File: src/rtl/rand_pulse_gen.sv
// Random one-hot pulse generator driven by a free-running 16-bit LFSR.
// Each run is a series of random gap / random channel / random width pulses.
module rand_pulse_gen #(
  parameter int WIDTH      = 10,
  parameter int MAX_GAP    = 5,
  parameter int MIN_PW     = 1,
  parameter int MAX_PW     = 3,
  parameter int NUM_PULSES = 100
) (
  input  logic             clk,
  input  logic             rst_n,
  input  logic             start,
  input  logic             stop,
  input  logic             seed_load,
  input  logic [15:0]      seed,
  output logic [WIDTH-1:0] dout,
  output logic             busy,
  output logic             done,
  output logic [15:0]      pulse_cnt
);

  localparam int          CW        = (WIDTH > 1) ? $clog2(WIDTH) : 1;
  localparam int          PW_SPAN   = MAX_PW - MIN_PW + 1;
  localparam logic [15:0] LFSR_INIT = 16'hACE1;
  localparam logic [15:0] NP        = 16'(NUM_PULSES);
  localparam bit          NP_EN     = (NUM_PULSES != 0);

  typedef enum logic [1:0] {
    S_IDLE,
    S_GAP,
    S_PULSE,
    S_DONE
  } state_e;

  state_e           state_q;
  logic [15:0]      lfsr_q, lfsr_d;
  logic [7:0]       gap_q;
  logic [7:0]       pw_q;
  logic [WIDTH-1:0] dout_q;
  logic             busy_q;
  logic             done_q;
  logic [15:0]      cnt_q;

  logic [7:0]       gap_smp;
  logic [7:0]       pw_smp;
  logic [CW-1:0]    chan_smp;
  logic [WIDTH-1:0] onehot;
  logic [15:0]      cnt_inc;
  logic             last;
  int unsigned      g_u, c_u, w_u;

  // Zero seed would lock the LFSR, so it is replaced by the reset value
  always_comb begin
    lfsr_d = {lfsr_q[14:0],
              lfsr_q[15] ^ lfsr_q[13] ^ lfsr_q[12] ^ lfsr_q[10]};
    if (seed_load) begin
      lfsr_d = (seed == '0) ? LFSR_INIT : seed;
    end
  end

  always_ff @(posedge clk or negedge rst_n) begin
    if (!rst_n) begin
      lfsr_q <= LFSR_INIT;
    end else begin
      lfsr_q <= lfsr_d;
    end
  end

  always_comb begin
    g_u      = 32'(lfsr_q[7:0]) % 32'(MAX_GAP + 1);
    c_u      = 32'(lfsr_q) % 32'(WIDTH);
    w_u      = 32'(MIN_PW) + 32'(lfsr_q[15:8]) % 32'(PW_SPAN);
    gap_smp  = g_u[7:0];
    chan_smp = c_u[CW-1:0];
    pw_smp   = w_u[7:0] - 8'd1;
    onehot   = {{(WIDTH-1){1'b0}}, 1'b1} << chan_smp;
    cnt_inc  = (cnt_q == 16'hFFFF) ? cnt_q : cnt_q + 16'd1;
    last     = NP_EN && (cnt_inc == NP);
  end

  always_ff @(posedge clk or negedge rst_n) begin
    if (!rst_n) begin
      state_q <= S_IDLE;
      gap_q   <= '0;
      pw_q    <= '0;
      dout_q  <= '0;
      busy_q  <= 1'b0;
      done_q  <= 1'b0;
      cnt_q   <= '0;
    end else begin
      done_q <= 1'b0;
      unique case (state_q)
        S_IDLE: begin
          if (start && !stop) begin
            state_q <= S_GAP;
            busy_q  <= 1'b1;
            cnt_q   <= '0;
            gap_q   <= gap_smp;
          end
        end
        S_GAP: begin
          if (stop) begin
            state_q <= S_IDLE;
            busy_q  <= 1'b0;
            dout_q  <= '0;
          end else if (gap_q == '0) begin
            state_q <= S_PULSE;
            dout_q  <= onehot;
            pw_q    <= pw_smp;
          end else begin
            gap_q <= gap_q - 8'd1;
          end
        end
        S_PULSE: begin
          if (stop) begin
            state_q <= S_IDLE;
            busy_q  <= 1'b0;
            dout_q  <= '0;
          end else if (pw_q == '0) begin
            dout_q <= '0;
            cnt_q  <= cnt_inc;
            if (last) begin
              state_q <= S_DONE;
              busy_q  <= 1'b0;
              done_q  <= 1'b1;
            end else begin
              state_q <= S_GAP;
              gap_q   <= gap_smp;
            end
          end else begin
            pw_q <= pw_q - 8'd1;
          end
        end
        S_DONE: begin
          state_q <= S_IDLE;
        end
        default: begin
          state_q <= S_IDLE;
          busy_q  <= 1'b0;
          dout_q  <= '0;
        end
      endcase
    end
  end

  assign dout      = dout_q;
  assign busy      = busy_q;
  assign done      = done_q;
  assign pulse_cnt = cnt_q;

endmodule

File: config.mk
export PLATFORM = sky130hd
export DESIGN_NAME = rand_pulse_gen
export DESIGN_NICKNAME = d
export VERILOG_FILES = /design/src/rtl/rand_pulse_gen.sv
export SDC_FILE = /design/constraint.sdc
export NUM_CORES = 1
export LEC_CHECK = 0
export ABC_AREA = 1
export BUFFER_PORTS_ARGS = -buffer_cell sky130_fd_sc_hd__buf_2
export CAP_MARGIN = 20
export CELL_PAD_IN_SITES_DETAIL_PLACEMENT = 0
export CELL_PAD_IN_SITES_GLOBAL_PLACEMENT = 1
export CORE_ASPECT_RATIO = 1.5
export CORE_UTILIZATION = 28
export CTS_BUF_LIST = sky130_fd_sc_hd__clkbuf_4 sky130_fd_sc_hd__clkbuf_8
export CTS_CLUSTER_SIZE = 12
export DETAILED_ROUTE_END_ITERATION = 8
export PLACE_DENSITY = 0.62
export RECOVER_POWER = 50
export SKIP_LAST_GASP = 1
export SLEW_MARGIN = 20
export SYNTH_ARGS = -nofsm -noshare
export SYNTH_HDL_FRONTEND = slang
export SYNTH_SLANG_ARGS = --single-unit
File: constraint.sdc
create_clock -name clk -period 8.1 [get_ports clk]
set_input_delay 1.215 -clock clk [delete_from_list [all_inputs] [get_ports clk]]
set_output_delay 1.215 -clock clk [all_outputs]
set_load 0.03 [all_outputs]
==> results of run 1 <==
==> worst max path at each step <==
stage,cells past startpoint,slack (ns),end
floorplan,71,-0.16,dout[0]
global placement,73,-1.13,dout[0]
detailed placement,74,-1.28,dout[9]
CTS,69,-1.05,dout[1]
global route,73,-1.94,dout[5]
finish,73,-1.25,dout[8]
==> critical path, delay by kind of cell, from the launching register on <==
kind | cells | cell delay [ns]
AND/OR/NAND/NOR | 52 | 5.90
buffers and inverters | 13 | 1.59
AO/OA/AOI/OAI | 7 | 1.04
flip-flops | 1 | 0.55
adder cells (fa/ha/maj) | 1 | 0.22
==> through the flow <==
stage                      util  cell area [um^2]  hold WS (ns)  TNS, ns
after floorplan               -              9240         0.513    -1.30
after global placement    0.363             11500         0.461   -11.04
after detailed placement  0.363             11500         0.460   -12.50
after CTS                 0.390             12400         0.478   -10.29
after global routing      0.413             13100         0.502   -19.09
final                     0.413             13100         0.472   -12.24
==> logic make-up (layout without fill, tap and decap cells) <==
logic type      count (synthesis)  in the layout  share of synthesized area
flops                          62             62                      0.173
fa+ha+maj                      15             15                     0.0208
xor+xnor                       37             37                     0.0358
compound gates                175            176                      0.112
buf+inv                       268            597                      0.127
simple gates                  930            934                      0.532
==> cell usage in the layout (no fill, tap or decap), drive strengths merged <==
cell type / n
buf: 345
o311ai: 1
nand4: 70
and2: 1
a21oi: 37
nor2: 183
clkbuf: 15
clkinv: 17
o2111ai: 1
a21o: 2
nand3b: 14
o21bai: 6
or4: 4
dfstp: 8
dfrtp: 54
inv: 220
o22ai: 10
o221ai: 1
o31ai: 1
nor4: 6
ha: 15
a2111oi: 1
o211ai: 2
and3: 1
a31oi: 9
nand2: 467
a22oi: 7
nor4b: 1
nand3: 167
nor3: 13
xor2: 34
xnor2: 3
nor3b: 2
or2: 5
o21a: 1
o21ai: 97
==> cell usage after synthesis (17+ instances only) <==
cell type	instances
sky130_fd_sc_hd__nor2_4	17
sky130_fd_sc_hd__nand3_2	26
sky130_fd_sc_hd__a21oi_1	35
sky130_fd_sc_hd__inv_1	192
sky130_fd_sc_hd__nand3_1	133
sky130_fd_sc_hd__nand4_1	62
sky130_fd_sc_hd__nand2_4	22
sky130_fd_sc_hd__nand2_1	386
sky130_fd_sc_hd__o21ai_0	84
sky130_fd_sc_hd__xor2_1	34
sky130_fd_sc_hd__dfrtp_1	54
sky130_fd_sc_hd__nand2_2	59
sky130_fd_sc_hd__nor2_1	149
sky130_fd_sc_hd__inv_2	24
==> per-layer routing <==
| layer | up-vias | track usage | routed length (um) | part of all wire |
|---|---|---|---|---|
| met5 | - | 0 | 0 | 0 |
| met4 | 0 | 0.0474 | 626 | 0.022 |
| li1 | 5502 | - | - | - |
| met3 | 41 | 0.0177 | 567 | 0.020 |
| met2 | 133 | 0.357 | 16100 | 0.56 |
| met1 | 4787 | 0.191 | 11700 | 0.40 |
==> layout make-up <==
cell class | instances | area, um^2 | area share
multi-input combinational | 1162 | 7350 | 0.560
inverter | 235 | 911 | 0.0693
timing repair buffer | 348 | 2630 | 0.200
clock buffer | 12 | 153 | 0.0116
clock inverter | 2 | 10.0 | 0.000762
tap | 410 | 513 | 0.0391
sequential | 62 | 1560 | 0.119
==> flip-flops by register name, summed over array words and instances, names as in the netlist <==
register / cells
busy: 1
done: 1
dout: 10
gap_q: 8
lfsr_q: 16
pulse_cnt: 16
pw_q: 8
state_q: 2
==> repair_timing <==
item                                    4_1_cts  5_1_grt
gates resized for setup                      96      118
pin swaps                                    33       94
buffers inserted                             34       30
endpoints found under the setup margin       10       10
cloned                                        6        1
==> results by stage, run 1 <==
Outcome:
- The flow ran to the end, but the final reports show violations.
- The final reports fail on max-capacitance violations, max-slew violations, negative setup slack.

STA:
- The final worst clock skew is 0.0140 ns.
- The number of max-slew violations in the final report came to 63.
- The worst slew margin relative to its limit is -1.35.
- Of the available clock period, the critical path in the final layout requires 1.15.
- The final count of hold timing violations came to 0.
- Setup repair after global routing could not meet its margin everywhere.
- At the pin with the least slew margin, the transition time is about 3.5 ns.
- The routed design could run at a clock period as short as approximately 9.4 ns.
- Setup violations remaining at the end of the flow were counted as 10.
- The minimum setup slack in the final design is -1.25 ns.
- Static timing analysis puts the maximum clock frequency at around 110 MHz.

Synth:
- The synthesized instance count is roughly 1500.
- During synthesis, Yosys emitted a total of 0 warnings.
- The number of different library cells used by synthesis comes to 62.
- The share of the synthesized area in the top cell type is 0.160.
- Synthesis produced a netlist with a net count of 1523.
- The cell type with the largest total area after synthesis is sky130_fd_sc_hd__nand2_1.
- The fraction of synthesis flops using an asynchronous set or reset pin is 1.00.
- For this run, the leading register cell type out of synthesis is sky130_fd_sc_hd__dfrtp_1.
- Yosys attributes the largest share of cell area to sky130_fd_sc_hd__nand2_1 (16%), sky130_fd_sc_hd__dfrtp_1 (15%), sky130_fd_sc_hd__inv_1 (8.0%), sky130_fd_sc_hd__nand3_1 (7.4%), sky130_fd_sc_hd__nor2_1 (6.2%).
- A synthesized cell averages between 6 and 7 um^2.
- Counting flops with a built-in enable in the synthesized netlist gives 0.
- The register bit count reported by yosys is 62.
- The sequential-to-total area share from yosys stat is 0.173.
- The area of the mapped netlist is around 9000 um^2.

Route:
- The number of vias in the routed layout is 10463.
- The number of nets with antenna violations after detailed routing is 0.
- The final routed wire length divided by cell count is roughly 13 um.
- The detailed-route wire length is 29.0 mm.
- The ratio of routed vias to standard cells is roughly 4.7.
- Before antenna repair, the detailed router went through 7 iterations.
- The number of violations reported at the end of detailed-routing iteration 0 is roughly 340.
- The DRC violation count after routing is 0.

Clock network:
- The tree built by TritonCTS fans out to 62 sinks.
- The hold-fix buffer count after cts is 0.
- The buffer levels on the longest clock path is 2.
- After clock tree synthesis, the clock-pin slew on the worst setup and hold paths is about 0.070 ns.
- The worst-skew pair later-pin latency is between 0.3 and 0.4 ns.
- In this run the clock root is driven by a sky130_fd_sc_hd__clkbuf_8.
- The clock buffer count from CTS is 9.
- TritonCTS built the clock tree.
- The number of levels in the clock H-tree is 3.

Worst setup path:
- The element type at the critical path end is a flop.
- The worst setup path is launched from a flop.
- The path depth of the worst reg2reg path is 73.
- Data on the critical path arrives at its endpoint at around 9.6 ns.
- The beginning of the critical path is lfsr_q[13].
- The largest fanout on the critical path is 8.
- On the worst path, the slowest cell contributes a delay of between 0.5 and 0.6 ns.
- The critical path data required time is about 8.4 ns.
- The internal reg-to-reg setup slack is -1.25 ns.
- The standard cell with the maximum stage delay on the critical path is sky130_fd_sc_hd__dfstp_2.
- The reg-to-reg startpoint is lfsr_q[13].
- The worst flop-to-flop path endpoint is dout[8].
- The classification of the worst setup path is reg2reg.
- The library cell appearing most often on the critical path is sky130_fd_sc_hd__nand2_4.

Floorplanning:
- In this run the core area contains 80 standard-cell rows.
- ~50 I/O pins were placed.
- The total core area is around 32000 um^2.
- The horizontal die dimension is 149 um.
- The initial cell density of the core is 0.284.
- The floorplan step set the die height to 222 um.
- The area enclosed by the die boundary is 33000 um^2.

Final layout:
- The non-filler instance count after layout is 2231.
- The filler cells instantiated in the layout total 3406.
- The number of antenna cells inserted is 0.
- Of the cells placed in the final design, the portion with a size suffix greater than 1 is 0.384.
- The area growth from synthesis to final layout is 45.3%.
- The final net count is around 1900.

Place:
- The worst setup slack after placement is -1.28 ns.
- The final weighted congestion in routability-driven placement is between 0.8 and 0.9.
- During placement, the flow inserted port buffers numbering between 40 and 50.
- The number of placed instances with taps included is 2147.
- The wire-length estimate of the detail-placed layout is 22.9 mm.

Min path:
- The startpoint of the tightest hold check path is dout[6].
- The sink of the worst hold path is dout[6].
- The min-delay analysis places its worst path in the category reg2reg.
- The depth of the worst hold-timing path is 2.

Global route:
- For this run, the total global-route usage over all layers was measured as 0.178.
- The total congestion overflow is 0.
- The first global-routing pass estimated 48.3 mm of wire.
- The number of antenna violations at the first check in global routing was 0.
- Entering global routing, the biggest net connects 63 pins.
- The via count of the first global-routing pass came to around 11000.

Flow run:
- The tool flagged a number of max-cap violations equal to 1.
Power of run 1 is not shown: default switching activity piles up to over one toggle a cycle in this logic, so the estimate is an artifact.
==> run 2: changes to the inputs <==
Settings changed: RECOVER_POWER 50 to not set.
==> run 2 against run 1 <==
- first-iteration DRC count is the same
- critical endpoint unchanged
- non-clock buffer count unchanged
- the run ends with negative setup slack left
- flip-flop and latch count is the same
- critical path depth unchanged
- largest cell class unchanged
- wire length about the same
==> results by stage, run 2 (same netlist as run 1, synthesis figures left out) <==
Outcome:
- The flow ran to the end, but the final reports show violations.
- The final reports fail on negative setup slack.

Floorplanning:
- The boundary pin count came to 49 (unchanged).
- The initial cell density of the core is 0.284 (unchanged).
- The number of standard-cell rows in the floorplan came to 80 (unchanged).
- The chip height is 222 um (unchanged).
- The horizontal die dimension was 149 um (unchanged).
- The area enclosed by the die boundary is 33000 um^2 (unchanged).
- The total core area was 31800 um^2 (unchanged).

Final layout:
- The number of antenna cells inserted came to 0 (unchanged).
- The layout filler cell count was 3404 (-0.059%).
- The most common cell after layout, fill and taps aside is sky130_fd_sc_hd__nand2_1.
- The area growth from synthesis to final layout came to 45.3% (about the same).
- The area occupied by registers is 1560 um^2 (unchanged).
- The final net count is 1854 (unchanged).
- The final design area excluding fillers is 13100 um^2 (about the same).
- Leaving out fill and tap cells, the most frequent cells in the layout are sky130_fd_sc_hd__nand2_1 (329), sky130_fd_sc_hd__buf_4 (273), sky130_fd_sc_hd__inv_1 (188), sky130_fd_sc_hd__nor2_1 (121), sky130_fd_sc_hd__nand3_1 (103).
- The share of cells above drive strength 1 is 0.386 (+0.00165).
- The area of the multi-input gates is 7350 um^2 (unchanged).

Global route:
- The first-pass GRT wire length is 48.3 mm (unchanged).
- The total congestion overflow was 0 (unchanged).
- The via count of the first global-routing pass is 10505 (unchanged).
- The number of antenna violations at the first check in global routing is 0 (unchanged).
- The largest net degree at the start of global routing is 63 (unchanged).
- The all-layer global routing usage came to 0.178 (unchanged).

STA:
- Setup repair after global routing could not meet its margin everywhere.
- The final count of hold timing violations is 0 (unchanged).
- The number of setup violations in the final report is 10 (unchanged).
- The worst slew margin relative to its limit is 0.413 (+1.76).
- The number of max-slew violations in the final report is 0 (-100%).
- The worst hold margin is 0.472 ns (unchanged).
- The minimum setup slack in the final design is -1.25 ns (+0.00245 ns).
- The fraction of the cycle the final worst path needs is 1.15 (about the same).
- The shortest period the worst path allows is 9.35 ns (-0.00245 ns).
- The maximum clock rate is 107 MHz (about the same).
- The slew of the pin with the lowest slew margin is 0.881 ns (-2.64 ns).
- The final worst clock skew came to 0.0140 ns (unchanged).

Worst setup path:
- The largest stage delay on the critical path is 0.55 ns (about the same).
- The critical path's top delay family is simple AND/OR/NAND/NOR gates.
- The sum of buffers and inverters on the critical path is 13 (unchanged).
- The critical path launch point type is a flop.
- For this design, the slowest cell found on the critical path is sky130_fd_sc_hd__dfstp_2.
- The arrival time reported for the critical path endpoint came to 9.64 ns (about the same).
- The largest fanout on the critical path is 8 (unchanged).
- The classification of the worst setup path is reg2reg.
- The library cell appearing most often on the critical path is sky130_fd_sc_hd__nand2_4.
- The critical path data required time is 8.39 ns (about the same).
- The internal reg-to-reg setup slack is -1.25 ns (about the same).
- STA classifies the critical path endpoint as a flop.

Clock network:
- The number of sinks driven by the clock tree is 62 (unchanged).
- The buffer levels on the longest clock path came to 2 (unchanged).
- The clock tree from TritonCTS is done.
- The clock buffer count from CTS came to 9 (unchanged).
- The worst-skew pair later-pin latency came to 0.36 ns (about the same).
- The CTS clock-pin slew for the worst setup and hold paths is 0.07 ns (about the same).
- The buffer type at the clock tree root is sky130_fd_sc_hd__clkbuf_8.
- The number of levels in the clock H-tree came to 3 (unchanged).

Place:
- The number of buffer cells added on primary ports came to 48 (unchanged).
- The instance area at placement was 11500 um^2 (unchanged).
- The HPWL reported at the end of detailed placement is 22.9 mm (unchanged).
- The final weighted congestion in routability-driven placement is 0.858 (unchanged).

Route:
- The detailed-route wire length is 29.0 mm (about the same).
- The number of violations reported at the end of detailed-routing iteration 0 came to 343 (unchanged).
- The number of vias in the routed layout is 10471 (+0.076%).
- The final routed wire length divided by cell count was 13.0 um (about the same).
- The number of nets with antenna violations after detailed routing is 0 (unchanged).
- The iteration count of the initial detailed-routing pass was 7 (unchanged).
- The ratio of routed vias to standard cells is 4.69 (about the same).
- The DRC violation count after routing came to 0 (unchanged).

Min path:
- The path class of the lowest-slack min-delay path is reg2reg.

Flow run:
- The count of max-cap constraint violations is 0 (-1).
-- run 2: changes by cell type in the layout (fill, tap and decap cells not counted) --
cell | before | now
sky130_fd_sc_hd__buf_2 | 46 | 48
sky130_fd_sc_hd__buf_4 | 272 | 273
sky130_fd_sc_hd__clkbuf_1 | 3 | 0
-- run 2: worst reg2reg max path, delay by kind of cell (launching register included) --
family,cells,cell delay [ns]
AOI/OAI and AO/OA,7,1.04
adders and majority gates,1,0.22
buffers and inverters,13,1.59
DFF,1,0.55
and+or+nand+nor,52,5.91
-- run 2: path summary, 6_finish.rpt --
check | start | endpoint | cells after the start
max | lfsr_q[13] | dout[8] | 73
min | dout[6] | dout[6] | 2
max reg2reg | lfsr_q[13] | dout[8] | 73
min reg2reg | dout[6] | dout[6] | 2
max in group asynchronous | rst_n | lfsr_q[14] | 2
min in group asynchronous | rst_n | pulse_cnt[15] | 2
-- run 2: through the flow --
stage               utilization  setup WS (ns)  std cells  setup TNS (ns)
floorplan                     -         -0.155       1487           -1.30
global placement          0.363          -1.13       2147          -11.04
detailed placement        0.363          -1.28       2147          -12.50
CTS                       0.390          -1.05       2201          -10.29
global route              0.413          -1.94       2231          -19.09
finish                    0.413          -1.25       2231          -12.22
-- run 2: area by class of cell --
type                            instances  share of cell area
Tap cell                              410              0.0390
Clock inverter                          2            0.000762
Inverter                              235              0.0693
Timing Repair Buffer                  348               0.201
Multi-Input combinational cell       1162               0.560
Clock buffer                           12              0.0116
Sequential cell                        62               0.119
-- run 2: metal layers --
metal / GRT usage / wire length [um]
met5: 0 / 0
met4: 0.0474 / 626
met3: 0.0177 / 583
met2: 0.357 / 16100
met1: 0.191 / 11600
-- run 2: timing repair --
action | 4_1_cts | 5_1_grt
hold buffers | 0 | 0
gates resized for setup | 96 | 118
setup buffers | 34 | 30
pin swaps | 33 | 94
gates cloned | 6 | 1
endpoints found under the setup margin | 10 | 10
Power of run 2 is left out for the same reason.
